## config.mk

```make
export PLATFORM = sky130hd
export DESIGN_NAME = mips_divider
export DESIGN_NICKNAME = d
export VERILOG_FILES = /design/src/rtl/mips_divider_pkg.sv /design/src/rtl/mips_divider_div_step.sv /design/src/rtl/mips_divider.sv
export SDC_FILE = /design/constraint.sdc
export NUM_CORES = 1
export LEC_CHECK = 0
export CAP_MARGIN = 30
export CORE_ASPECT_RATIO = 1.75
export CORE_MARGIN = 2
export CORE_UTILIZATION = 58
export DETAILED_ROUTE_END_ITERATION = 8
export PLACE_DENSITY = 0.79
export SLEW_MARGIN = 40
export SYNTH_ARGS = -nofsm -noshare
export SYNTH_HDL_FRONTEND = slang
export SYNTH_SLANG_ARGS = --single-unit
```

## constraint.sdc

```tcl
create_clock -name clk -period 10.3 [get_ports clk]
set_clock_uncertainty 0.2 [all_clocks]
set_input_delay 2.06 -clock clk [delete_from_list [all_inputs] [get_ports clk]]
set_output_delay 2.06 -clock clk [all_outputs]
set_load 0.01 [all_outputs]
```

## src/rtl/mips_divider_pkg.sv

```systemverilog
// mips_divider shared types and constants.
// State encoding, widths and a sign-magnitude helper.
package mips_divider_pkg;

  localparam int DIV_WIDTH = 32;
  localparam int DIV_ITERS = 32;
  localparam int DIV_CNT_W = 5;

  typedef enum logic [1:0] {
    IDLE,
    RUN,
    FIX
  } state_t;

  // Two's-complement negate when s is set.
  function automatic logic [DIV_WIDTH-1:0] mag(
    input logic [DIV_WIDTH-1:0] v,
    input logic                 s
  );
    return s ? (~v + 1'b1) : v;
  endfunction

endpackage

```

## src/rtl/mips_divider_div_step.sv

```systemverilog
// One restoring-division iteration.
// Shifts in a dividend bit and trial-subtracts the divisor.
module div_step
  import mips_divider_pkg::*;
(
  input  logic [DIV_WIDTH-1:0] rem,
  input  logic                 din,
  input  logic [DIV_WIDTH-1:0] dvs,
  output logic [DIV_WIDTH-1:0] rem_nxt,
  output logic                 qbit
);

  logic [DIV_WIDTH:0]   sh;
  logic [DIV_WIDTH-1:0] diff;

  // The shifted remainder is < 2*dvs, so when it is not
  // below dvs the low-word difference is exact.
  always_comb begin
    sh      = {rem, din};
    diff    = sh[DIV_WIDTH-1:0] - dvs;
    qbit    = (sh >= {1'b0, dvs});
    rem_nxt = qbit ? diff : sh[DIV_WIDTH-1:0];
  end

endmodule

```

## src/rtl/mips_divider.sv

```systemverilog
// Multi-cycle 32-bit DIV/DIVU unit: quotient on lo, remainder on hi.
// Optional divide-by-zero flag output dz with MIPS_DIVIDER_DZ_EN.
module mips_divider
  import mips_divider_pkg::*;
#(
  parameter int WIDTH = DIV_WIDTH
) (
  input  logic             clk,
  input  logic             rst,
  input  logic             start,
  input  logic [WIDTH-1:0] a,
  input  logic [WIDTH-1:0] b,
  input  logic             instr,
  output logic [WIDTH-1:0] lo,
  output logic [WIDTH-1:0] hi,
  output logic             busy,
  output logic             done
`ifdef MIPS_DIVIDER_DZ_EN
  ,
  output logic             dz
`endif
);

  localparam logic [DIV_CNT_W-1:0] LAST =
    DIV_CNT_W'(DIV_ITERS - 1);

  state_t state, nstate;

  logic [DIV_WIDTH-1:0] rem, quo, dvs, aorig;
  logic [DIV_CNT_W-1:0] cnt;
  logic                 qneg, rneg, bz;
  logic                 sgn_a, sgn_b;
  logic [DIV_WIDTH-1:0] rem_nxt;
  logic                 qbit;

  assign sgn_a = instr & a[DIV_WIDTH-1];
  assign sgn_b = instr & b[DIV_WIDTH-1];
  assign busy  = (state != IDLE);

  div_step u_step (
    .rem     (rem),
    .din     (quo[DIV_WIDTH-1]),
    .dvs     (dvs),
    .rem_nxt (rem_nxt),
    .qbit    (qbit)
  );

  // State register.
  always_ff @(posedge clk or posedge rst) begin
    if (rst) state <= IDLE;
    else     state <= nstate;
  end

  // Next-state logic; start is ignored outside IDLE.
  always_comb begin
    nstate = state;
    unique case (state)
      IDLE:    if (start) nstate = RUN;
      RUN:     if (cnt == LAST) nstate = FIX;
      FIX:     nstate = IDLE;
      default: nstate = IDLE;
    endcase
  end

  // Operand capture, iteration datapath and result write.
  always_ff @(posedge clk or posedge rst) begin
    if (rst) begin
      rem   <= '0;
      quo   <= '0;
      dvs   <= '0;
      aorig <= '0;
      cnt   <= '0;
      qneg  <= 1'b0;
      rneg  <= 1'b0;
      bz    <= 1'b0;
      lo    <= '0;
      hi    <= '0;
      done  <= 1'b0;
`ifdef MIPS_DIVIDER_DZ_EN
      dz    <= 1'b0;
`endif
    end else begin
      done <= 1'b0;
`ifdef MIPS_DIVIDER_DZ_EN
      dz   <= 1'b0;
`endif
      unique case (state)
        IDLE: begin
          if (start) begin
            rem   <= '0;
            quo   <= mag(a, sgn_a);
            dvs   <= mag(b, sgn_b);
            aorig <= a;
            cnt   <= '0;
            qneg  <= sgn_a ^ sgn_b;
            rneg  <= sgn_a;
            bz    <= (b == '0);
          end
        end
        RUN: begin
          rem <= rem_nxt;
          quo <= {quo[DIV_WIDTH-2:0], qbit};
          cnt <= cnt + 1'b1;
        end
        FIX: begin
          done <= 1'b1;
`ifdef MIPS_DIVIDER_DZ_EN
          dz   <= bz;
`endif
          if (bz) begin
            lo <= '1;
            hi <= aorig;
          end else begin
            lo <= mag(quo, qneg);
            hi <= mag(rem, rneg);
          end
        end
        default: ;
      endcase
    end
  end

endmodule

```

==> results.py <==
metrics = {
    "synthesis": {
        "yosys.area_share.simple_pct": 18.2,
        "ys_ff_latch": 203,
        "synthCells": 1470,
        "yosysTopAreaCellShare_pct": 41.3,
        "netlist_area_sq_um": 12300,
        "yosysTopAreaCell": "dfrtp_1",
        "synth-compound-area-share_pct": 20.7,
        "yosys.area_share.xor_xnor_pct": 10.3,
        "synth_top_family_by_area": "compound AO/OA/AOI/OAI gates",
        "synthAdderAreaFrac_pct": 4.03,
        "synth_cell_types": 62,
        "seq_area_frac_synth_pct": 41.3,
        "synthArstFlopShare_pct": 100,
        "synth_edf_count": 0,
        "synth_mux_area_share_pct": 1.31,
        "yosysWarnings": 0,
        "syn_nets": 1577,
        "syn-mean-instance-area_sq_um": 8.37,
        "ys_top_cells_by_area": "dfrtp_1 (41%), nand2_1 (7.7%), o21ai_0 (7.5%)",
        "yosys_most_used_dff": "dfrtp_1",
    },
    "layout": {
        "num-nets-final": 1664,
        "seqCellArea_sq_um": 5080,
        "insertedDiodeCount": 0,
        "stdcell_count": 1821,
        "final_cell_mix": "nand2_1 (252), dfrtp_1 (200), o21ai_0 (184), clkdlybuf4s50_1 (133), a21oi_1 (132)",
        "stdcell_area_sq_um": 14500,
        "final_common_cell": "nand2_1",
        "drive_gt1_share_pct": 4.46,
        "fin_util_pct": 69.3,
        "multi_input_area_sq_um": 6750,
        "num-fill-cells": 1719,
        "syn2layout_area_growth_pct": 17.5,
    },
    "setup_path": {
        "crit_required_ns": 10.45,
        "worst_setup_path_start_kind": "primary input",
        "r2r_setup_slack_ns": 6.45,
        "cp_max_fo": 6,
        "crit_path_end_kind": "register",
        "path_class": "in -> reg",
        "reg2reg_from": "quo[31]",
        "path_buf_inv": 1,
        "cpMostUsedCell": "nand2_1",
        "cp_data_arrival_time_ns": 5.14,
        "slowest_stage": "clkdlybuf4s50_1",
        "cpPeakStageDelay_ns": 0.52,
        "crit_chain": "clkdlybuf4s50_1, nor4_1, nand2_1, or2_2, nor3_4, nand2_1, or4_1, o41ai_1, xor2_1, o21ai_0",
        "crit_family": "simple AND/OR/NAND/NOR gates",
        "cp-startpoint": "a[2]",
    },
    "placed_design": {
        "pre_cts_ws_ns": 4.81,
        "dp_cells": 1787,
        "place_congestion": 0.994,
        "io_buffers": 133,
        "placed_cell_area_sq_um": 13800,
        "dpl.hpwl_um": 22100,
    },
    "grt": {
        "grt_max_degree": 142,
        "globalRouteTotalUtil_pct": 27.4,
        "first_global_vias": 10500,
        "overflow": 0,
        "antenna_found_initial": 0,
        "grt_first_pass_wirelength_um": 50300,
    },
    "timing": {
        "worstMarginPinSlew_ns": 0.770,
        "period_minus_slack_ns": 4.99,
        "rsz0062_at_grt": "no",
        "slew_viol_final": 0,
        "tns_ns": 0,
        "hold_viol": 0,
        "setup_ws_ns": 5.31,
        "relSlewSlack_pct": 48.5,
        "post-route-period-util_pct": 48.4,
        "clock.fmax_ghz": 0.201,
        "setup_viol": 0,
    },
    "die": {
        "ios": 134,
        "rows": 70,
        "coreArea_sq_um": 20800,
        "start_util_pct": 59.0,
        "die_h_um": 197,
        "die_area_sq_um": 22400,
        "die_w_um": 114,
    },
    "cts": {
        "insertion_delay_ns": 0.50,
        "clock_path_buffers": 3,
        "cts-resized-gates": 0,
        "post_cts_buffers": 0,
        "clk_pin_slew_ns": 0.06,
        "root_buffer": "clkbuf_16",
        "cts_buffers": 20,
        "cts_tree": "yes",
        "cts_hold_buf": 0,
        "htreeDepth": 1,
        "clkSinkCount": 203,
    },
    "route": {
        "drt_iter0_markers": 680,
        "wl_met2_um": 16700,
        "wl_met3_um": 1380,
        "wl_um": 30600,
        "vias_per_cell": 5.94,
        "via_count": 10800,
        "wl_met1_um": 11400,
        "topRoutingLayerUsed": "met4",
        "drc": 0,
        "avgRoutedWirePerCell_um": 16.8,
        "ant_nets": 0,
        "first_pass_iters": 5,
    },
    "worst_hold_path": {
        "hp-start": "dvs[5]",
        "hold_class": "reg -> reg",
    },
    "power_and_ir_drop": {
        "ir_drop_v": 0.000141,
        "power.density_nw_per_um2": 331,
        "p_leak_nw": 6.31,
    },
    "status": {
        "outcome": "finished, final reports clean",
    },
    "run": {
        "cap_violations": 0,
    },
}
-- state kept, by name, indices dropped and copies added, names as in the netlist --
signal and count:
aorig 32, state 2, cnt 5, lo 32, dvs 32, done 1, rneg 1, qneg 1
quo 32, hi 32, bz 1, rem 32
-- Yosys cell counts (7+ instances only) --
cell type,count
xnor2_1,53
nor2b_1,8
o31ai_1,22
buf_1,7
xor2_1,92
clkbuf_1,71
nor2_1,103
a21oi_1,132
or4_1,8
nor3_1,14
o41ai_1,10
a22oi_1,30
or3_1,16
nand4_1,8
nor4_1,14
a21o_1,13
mux2i_1,15
nand3_1,19
o21ai_0,184
and3_1,11
ha_1,38
a32oi_1,10
nand2_1,253
dfrtp_1,203
nand2b_1,13
inv_1,52
-- per-stage QoR --
stage	power (mW)	hold WS [ns]
6_report	4.78	0.275
3_3_place_gp	3.92	0.254
3_5_place_dp	4.01	0.255
4_1_cts	4.77	0.278
2_1_floorplan	3.34	0.237
5_1_grt	5.18	0.298
-- tightest hold or removal path: cells and delay by family, from the launching register on --
family	cells	cell delay (ns)
and+or+nand+nor	1	0.04
AOI/OAI and AO/OA	1	0.06
DFF	1	0.34
-- routing by layer --
metal / GRT usage, % / up-vias
met5: 0 / -
met4: 12.1 / 0
met3: 2.58 / 76
met2: 51.2 / 347
met1: 31.2 / 5122
li1: - / 5280
-- path summary, 6_finish.rpt --
check,to,cells after the start
min reg2reg,dvs[5],2
min in group asynchronous,lo[28],2
max,quo[30],10
max in group asynchronous,rem[2],3
min,dvs[5],2
max reg2reg,rem[22],13
-- kinds of logic (layout without fill, tap and decap cells) --
group,Yosys count,after routing
and+or+nand+nor,496,496
AOI/OAI and AO/OA,439,439
DFF,203,203
buffers and inverters,132,231
muxes,16,16
adders and majority gates,39,39
xor gates and xnor gates,145,145
-- cell type report --
class                           instances  share of cell area [%]
Inverter                               52                    1.44
Multi-Input combinational cell       1135                    46.7
Timing Repair Buffer                  145                    9.89
Tap cell                              252                    2.18
Clock buffer                           29                    4.19
Clock inverter                          5                   0.407
Sequential cell                       203                    35.2
-- power by group --
part	leakage [nW]	switching [mW]	internal (mW)
registers	2.43	0.373	1.13
clock network	0.321	0.310	0.433
logic	3.56	1.41	1.11
Note: power is estimated with default switching activity, not from simulation.
